--- config.mk ---
export PLATFORM = sky130hd
export DESIGN_NAME = unpack_1d_stream_to_3d_sub_array
export DESIGN_NICKNAME = d
export VERILOG_FILES = /design/src/rtl/unpack_1d_stream_to_3d_sub_array.sv
export SDC_FILE = /design/constraint.sdc
export NUM_CORES = 1
export LEC_CHECK = 0
export ABC_CLOCK_PERIOD_IN_PS = 19500
export CAP_MARGIN = 20
export CORE_MARGIN = 2
export CORE_UTILIZATION = 54
export DETAILED_ROUTE_END_ITERATION = 10
export PLACE_DENSITY = 0.87
export RECOVER_POWER = 25
export SETUP_SLACK_MARGIN = 0.02
export SKIP_LAST_GASP = 1
export SLEW_MARGIN = 10
export SYNTH_ARGS = -nofsm -noshare
export SYNTH_HDL_FRONTEND = slang
export SYNTH_SLANG_ARGS = --single-unit
--- constraint.sdc ---
create_clock -name clk -period 19.5 [get_ports clk]
set_input_delay 5.85 -clock clk [delete_from_list [all_inputs] [get_ports clk]]
set_output_delay 5.85 -clock clk [all_outputs]
set_load 0.005 [all_outputs]
--- src/rtl/unpack_1d_stream_to_3d_sub_array.sv ---
// Rebuilds a ROWS x COLS array from a sub-block-major element stream and
// presents the completed frame with a valid/ready handshake.
module unpack_1d_stream_to_3d_sub_array #(
    parameter int BIT_WIDTH = 4,
    parameter int ROWS      = 8,
    parameter int COLS      = 8,
    parameter int SUB_ROWS  = 4
) (
    input  logic                 clk,
    input  logic                 rst,
    input  logic                 clear,
    input  logic [BIT_WIDTH-1:0] in_data,
    input  logic                 in_valid,
    output logic                 in_ready,
    output logic [BIT_WIDTH-1:0] out [ROWS-1:0][COLS-1:0],
    output logic                 out_valid,
    input  logic                 out_ready
);

    localparam int LOWER_ROWS = ROWS - SUB_ROWS;
    localparam bit HAS_LOWER  = (LOWER_ROWS > 0);
    localparam int ROW_W      = (ROWS > 1) ? $clog2(ROWS) : 1;
    localparam int COL_W      = (COLS > 1) ? $clog2(COLS) : 1;

    localparam logic [ROW_W-1:0] UPPER_LAST = ROW_W'(SUB_ROWS - 1);
    localparam logic [ROW_W-1:0] LOWER_LAST = ROW_W'(HAS_LOWER ? LOWER_ROWS - 1 : 0);
    localparam logic [ROW_W-1:0] LOWER_OFF  = ROW_W'(HAS_LOWER ? SUB_ROWS : 0);
    localparam logic [COL_W-1:0] COL_LAST   = COL_W'(COLS - 1);

    typedef enum logic {
        S_FILL,
        S_FULL
    } state_e;

    state_e               state_q, state_d;
    logic                 lower_q, lower_d;
    logic [ROW_W-1:0]     row_q, row_d;
    logic [COL_W-1:0]     col_q, col_d;
    logic [ROW_W-1:0]     wr_row;
    logic                 accept;
    logic                 row_wrap;
    logic                 col_wrap;
    logic                 frame_end;
    logic [BIT_WIDTH-1:0] out_q [ROWS-1:0][COLS-1:0];

    assign in_ready  = (state_q == S_FILL);
    assign out_valid = (state_q == S_FULL);
    assign accept    = in_ready && in_valid && !clear;

    // Row counter is block-relative; the LOWER phase is shifted down by SUB_ROWS.
    assign row_wrap  = (row_q == (lower_q ? LOWER_LAST : UPPER_LAST));
    assign col_wrap  = (col_q == COL_LAST);
    assign frame_end = row_wrap && col_wrap && (lower_q || !HAS_LOWER);
    assign wr_row    = lower_q ? row_q + LOWER_OFF : row_q;

    always_comb begin
        // NOTE: every signal gets a default first, so no path can infer a latch.
        state_d = state_q;
        lower_d = lower_q;
        row_d   = row_q;
        col_d   = col_q;
        if (clear) begin
            state_d = S_FILL;
            lower_d = 1'b0;
            row_d   = '0;
            col_d   = '0;
        end else if (state_q == S_FULL) begin
            if (out_ready) begin
                state_d = S_FILL;
                lower_d = 1'b0;
                row_d   = '0;
                col_d   = '0;
            end
        end else if (in_valid) begin
            if (frame_end) begin
                state_d = S_FULL;
                lower_d = 1'b0;
                row_d   = '0;
                col_d   = '0;
            end else if (row_wrap) begin
                row_d = '0;
                if (col_wrap) begin
                    col_d   = '0;
                    lower_d = 1'b1;
                end else begin
                    col_d = col_q + COL_W'(1);
                end
            end else begin
                row_d = row_q + ROW_W'(1);
            end
        end
    end

    // NOTE: state registers use non-blocking assignments so all flops update together.
    always_ff @(posedge clk or posedge rst) begin
        if (rst) begin
            state_q <= S_FILL;
            lower_q <= 1'b0;
            row_q   <= '0;
            col_q   <= '0;
        end else begin
            state_q <= state_d;
            lower_q <= lower_d;
            row_q   <= row_d;
            col_q   <= col_d;
        end
    end

    // NOTE: the array is reset because a zeroed out is visible after reset;
    // between frames it is only ever overwritten on accepted beats.
    always_ff @(posedge clk or posedge rst) begin
        if (rst) begin
            for (int r = 0; r < ROWS; r++) begin
                for (int c = 0; c < COLS; c++) begin
                    out_q[r][c] <= '0;
                end
            end
        end else if (accept) begin
            out_q[wr_row][col_q] <= in_data;
        end
    end

    assign out = out_q;

endmodule

==> results of run 1 <==
-- worst min path at each step --
stage                  start        to  slack [ns]  depth (start not counted)
floorplan           out[244]  out[244]        0.48                          1
global placement    out[247]  out[247]        0.47                          1
detailed placement   out[83]   out[83]        0.48                          1
CTS                  out[81]   out[81]        0.49                          1
global route        out[169]  out[169]        0.51                          1
finish              out[247]  out[247]        0.49                          1
-- through the flow --
stage	hold WS (ns)	power (mW)
floorplan	0.483	0.731
finish	0.487	1.37
global placement	0.473	0.862
CTS	0.493	1.38
detailed placement	0.481	0.868
global route	0.506	1.42
-- cell type report --
type                            count  area share
Sequential cell                   264       0.437
Clock inverter                      8     0.00629
Tap cell                          275      0.0228
Clock buffer                       40      0.0513
Multi-Input combinational cell    363       0.297
Timing Repair Buffer              282       0.184
Inverter                            4     0.00108
-- kinds of logic (layout without fill, tap and decap cells) --
| family | count (synthesis) | count (layout) | synth area share |
|---|---|---|---|
| buffers and inverters | 57 | 334 | 0.0290 |
| xor gates and xnor gates | 2 | 2 | 0.00385 |
| DFF | 264 | 264 | 0.580 |
| and+or+nand+nor | 89 | 89 | 0.101 |
| muxes | 260 | 260 | 0.277 |
| adders and majority gates | 3 | 3 | 0.00330 |
| AOI/OAI and AO/OA | 9 | 9 | 0.00539 |
-- power by group through the flow --
stage | Sequential (mW) | Clock (mW) | Combinational (mW)
after floorplan | 0.638 | 0 | 0.0927
after global placement | 0.635 | 0 | 0.226
after detailed placement | 0.638 | 0 | 0.230
after CTS | 0.629 | 0.518 | 0.233
after global routing | 0.635 | 0.539 | 0.242
final | 0.629 | 0.511 | 0.228
-- worst max-delay path: stages --
cell           delay [ns]
dlygate4sd3_1        0.55
clkinvlp_2           3.17
clkbuf_1             0.86
buf_16               0.37
-- synth_stat cells, types with 2 or more instances --
cell type / number
a21oi_1: 2
and4_1: 7
and4_4: 5
buf_1: 4
buf_12: 2
buf_2: 10
buf_4: 8
buf_8: 3
clkbuf_1: 25
dfrtp_1: 264
ha_1: 3
inv_1: 4
mux2_1: 20
mux2_2: 179
mux2_4: 60
nand2_1: 2
nand2b_1: 2
nand4_1: 16
nand4_2: 3
nand4_4: 32
nor2_1: 4
nor2b_1: 3
nor4bb_1: 2
or3b_2: 2
-- sequential cells by signal (all words and copies together), names as in the netlist --
register   cells
row_q          3
lower_q        1
col_q          3
out          256
out_valid      1
-- layer usage --
layer / up-vias / wire, um / part of all wire / GRT usage
met5: - / 0 / 0 / 0
met2: 252 / 14500 / 0.51 / 0.438
met4: 0 / 1130 / 0.040 / 0.106
met3: 81 / 1530 / 0.054 / 0.0489
met1: 3579 / 11300 / 0.40 / 0.317
li1: 3018 / - / - / -
==> flow_summary.yaml, run 1 <==
outcome:
  outcome: "finished, violations left"
  violations: "capacitance limit, slew limit"
global_route:
  antenna_found_initial: 0
  overflow: 0
  grt_pass1_wl_um: 43600
  grt_max_degree: 135
  grtUsageTotal: 0.255
  grt_pass1_vias: 7367
synthesis:
  synth-seq-cells: 264
  yosysWarnings: 0
  ys.flop_type: "dfrtp_1"
  synth.area.top_cells: "dfrtp_1 (58%), mux2_2 (18%), mux2_4 (7.9%)"
  synth_top_area_share: 0.580
  synth_area_per_cell_sq_um: 16.6
  ys_types: 46
  yosys.area.top_type: "dfrtp_1"
  async_flop_share: 1.00
  syn-num-nets: 696
  ys_seq_area_frac: 0.580
  synth_edf_count: 0
  synthCells: 684
  synth_area_sq_um: 11400
place:
  gp_congestion: 0.804
  portBuffers: 266
  dpl_cell_area_sq_um: 14200
  dp_cells: 1187
  post-place-ws_ns: 10.93
  dp.final_hpwl_um: 17700
final_layout:
  multi_input_area_sq_um: 4490
  final_cell_mix: "dfrtp_1 (264), clkdlybuf4s50_1 (223), mux2_2 (179)"
  drive_above_1_share: 0.366
  area_delta_synth_final_pct: 32.7
  fin_util: 0.723
  regArea_sq_um: 6610
  nets: 954
  fill_cells: 1359
  diodes: 0
  instances_no_fill: 1236
  final_area_sq_um: 15100
  mostFrequentLayoutCell: "dfrtp_1"
sta:
  final-setup-viol-count: 0
  report.final.slew_viol_count: 135
  tightest_slew_ns: 5.72
  rsz0062_at_grt: "false"
  fin_skew_ns: 0.0133
  hold_violations: 0
  max_slew_margin: -2.83
  tns_ns: 0
  fmax_ghz: 0.0976
  fin_ws_ns: 9.25
  timing.final.crit_share: 0.526
  post-route-min-period_ns: 10.25
worst_setup_path:
  critPathCaptureType: "asynchronous set/reset pin"
  critical_path.startpoint: "rst"
  worstSetupPathType: "primary input to asynchronous set/reset pin"
  cp_max_fo: 134
  timing.rr.start: "out_valid"
  worst-endpoint-arrival_ns: 10.93
  r2r_setup_slack_ns: 16.74
  start_kind: "primary input"
  worstPathRequired_ns: 20.18
  cp-endpoint: "out[176]"
  ff2ff_path_depth: 4
  r2r_end: "out[51]"
power_and_ir_drop:
  p_per_area_nw_per_um2: 90.6
  swShare: 0.250
  power_frac_seq: 0.460
  leakage_nw: 7.41
  switching_power_uw: 342
  irDropWorstVdd_uv: 90.1
  pwr-share-comb: 0.167
  p_clk_frac: 0.373
  intPower_mw: 1.03
routing:
  vias: 6930
  drtIter0Drc: 368
  firstDrtPassIters: 5
  ant_nets: 0
  wl_um: 28500
  wl_per_cell_um: 23.1
  drcViolationCount: 0
  vias_per_cell: 5.61
clock_tree:
  cts_root_buffer: "clkbuf_16"
  cts_made_buffers: 27
  post_cts_resized: 0
  hold_buffers: 0
  cts_setup_buffers: 0
  clock_latency_ns: 0.53
  clk_pin_slew_worst_paths_ns: 0.06
  htree_levels: 1
  tritoncts: "built"
  cts_buffer_depth: 3
  clock-sinks: 264
die:
  num_rows: 53
  core_area_sq_um: 20900
  fp.dieArea_sq_um: 22300
  initial_core_util: 0.545
  ioPinCount: 267
  die_x_um: 149
  chipHeight_um: 149
job:
  maxCapViolCount: 1
worst_hold_path:
  hold_class: "flip-flop to flip-flop"
Power figures use the tool's default switching activity.
==> run 2, diff against run 1 <==
Settings changed: ABC_CLOCK_PERIOD_IN_PS 19500 to 10300, CORE_UTILIZATION 54 to 50, PLACE_DENSITY 0.87 to 0.81.
Clock period 19.5 ns to 10.3 ns, I/O delays scaled along.
==> run 2 against run 1 <==
The flow now finishes without violations; worst setup slack got worse by 4.1 ns; non-clock buffer count down 2; worst hold slack gained 0.00055 ns; clock skew decreased by 0.0017 ns; highest routed layer unchanged.
==> flow_summary.yaml, run 2 (synthesis gave the netlist of run 1 again) <==
outcome:
  outcome: "finished clean"
routing:
  firstDrtPassIters: 4
  wl_um: 28400
  drt-met1-wl_um: 12100
  top_layer_used: "met4"
  wl_per_cell_um: 22.8
  ant_nets: 0
  vias_per_cell: 5.54
  wl_met3_um: 1370
  drcViolationCount: 0
  drtIter0Drc: 270
  vias: 6903
  dr_wl_met2_um: 14200
final_layout:
  area_delta_synth_final_pct: 33.7
  mostFrequentLayoutCell: "dfrtp_1"
  final_cell_mix: "dfrtp_1 (264), clkdlybuf4s50_1 (259), mux2_2 (179)"
  largest_reg_flops: 256
  drive_above_1_share: 0.371
  nets: 953
  fill_cells: 1573
  multi_input_area_sq_um: 4510
  diodes: 0
  regArea_sq_um: 6610
sta:
  final-setup-viol-count: 0
  hold_violations: 0
  fin_skew_ns: 0.0116
  hold-worst-slack_ns: 0.488
  fmax_ghz: 0.195
  tightest_slew_ns: 1.06
  tns_ns: 0
  post-route-min-period_ns: 5.13
  rsz0062_at_grt: "false"
  timing.final.crit_share: 0.498
  max_slew_margin: 0.295
  report.final.slew_viol_count: 0
place:
  gp_congestion: 0.815
  dp.final_hpwl_um: 17800
  portBuffers: 266
clock_tree:
  cts_setup_buffers: 0
  htree_levels: 1
  cts_made_buffers: 28
  clk_pin_slew_worst_paths_ns: 0.06
  cts_buffer_depth: 3
  clock_latency_ns: 0.53
  hold_buffers: 0
  tritoncts: "built"
  cts_root_buffer: "clkbuf_16"
  clock-sinks: 264
  post_cts_resized: 0
global_route:
  grtUsageTotal: 0.237
  grt_pass1_vias: 7261
  overflow: 0
  grt_pass1_wl_um: 44200
  grt_max_degree: 200
  antenna_found_initial: 0
worst_setup_path:
  worstSetupPathType: "primary input to flip-flop"
  start_kind: "primary input"
  critical_path.startpoint: "in_valid"
  critPathMaxStageDelay_ns: 0.90
  path_buf_inv: 1
  critPathCaptureType: "flip-flop"
  worstPathRequired_ns: 10.71
  cp_slowest_cell: "and4b_1"
  cp_max_fo: 14
  path_cells: "dlygate4sd3_1 > and4b_1 > nand4_1 > mux2_2"
  worst-endpoint-arrival_ns: 5.54
  timing.rr.start: "out_valid"
  crit_family: "simple AND/OR/NAND/NOR gates"
worst_hold_path:
  hold_start: "out[244]"
  hold_class: "flip-flop to flip-flop"
power_and_ir_drop:
  leakage_nw: 7.32
  p_per_area_nw_per_um2: 174
  irDropWorstVdd_uv: 151
die:
  chipHeight_um: 155
  num_rows: 55
  core_area_sq_um: 22500
  fp.dieArea_sq_um: 24000
  initial_core_util: 0.506
  ioPinCount: 267
  die_x_um: 155
job:
  maxCapViolCount: 0
run 2: path summary, 6_finish.rpt:
path | end | slack [ns] | depth (start not counted)
setup / recovery | out[24] | 5.17 | 4
hold / removal | out[244] | 0.49 | 1
setup reg to reg | out[24] | 7.71 | 3
hold reg to reg | out[244] | 0.49 | 1
max in group asynchronous | lower_q | 5.35 | 4
min in group asynchronous | out[113] | 2.91 | 2
run 2: worst reg2reg max path: cells and delay by family (launching register included):
kind | cells | cell delay [ns]
multiplexers | 1 | 0.40
AND/OR/NAND/NOR | 2 | 1.47
flip-flops | 1 | 0.61
run 2: layer usage:
| layer | global-route usage | vias up |
|---|---|---|
| li1 | - | 3034 |
| met1 | 0.313 | 3640 |
| met2 | 0.400 | 185 |
| met3 | 0.0460 | 44 |
| met4 | 0.0710 | 0 |
| met5 | 0 | - |
run 2: final cells by class:
type | count | share of cell area
clock buffer | 37 | 0.0516
clock inverter | 13 | 0.0108
inverter | 4 | 0.00107
multi-input combinational | 363 | 0.296
sequential | 264 | 0.434
tap | 285 | 0.0234
timing repair buffer | 280 | 0.183
run 2: per-stage QoR:
stage                     setup WS [ns]  utilization  cell area (sq um)  cells  total power [mW]
after floorplan                    3.73            -              11400    684              1.38
after global placement             4.83        0.633              14200   1195              1.63
after detailed placement           4.73        0.633              14200   1195              1.64
after CTS                          5.25        0.675              15200   1245              2.67
after global routing               5.00        0.676              15200   1246              2.76
final                              5.17        0.676              15200   1246              2.65
run 2: power breakdown:
group          internal [mW]  switching [mW]
clock network          0.614           0.416
logic                  0.245           0.185
registers               1.13          0.0571
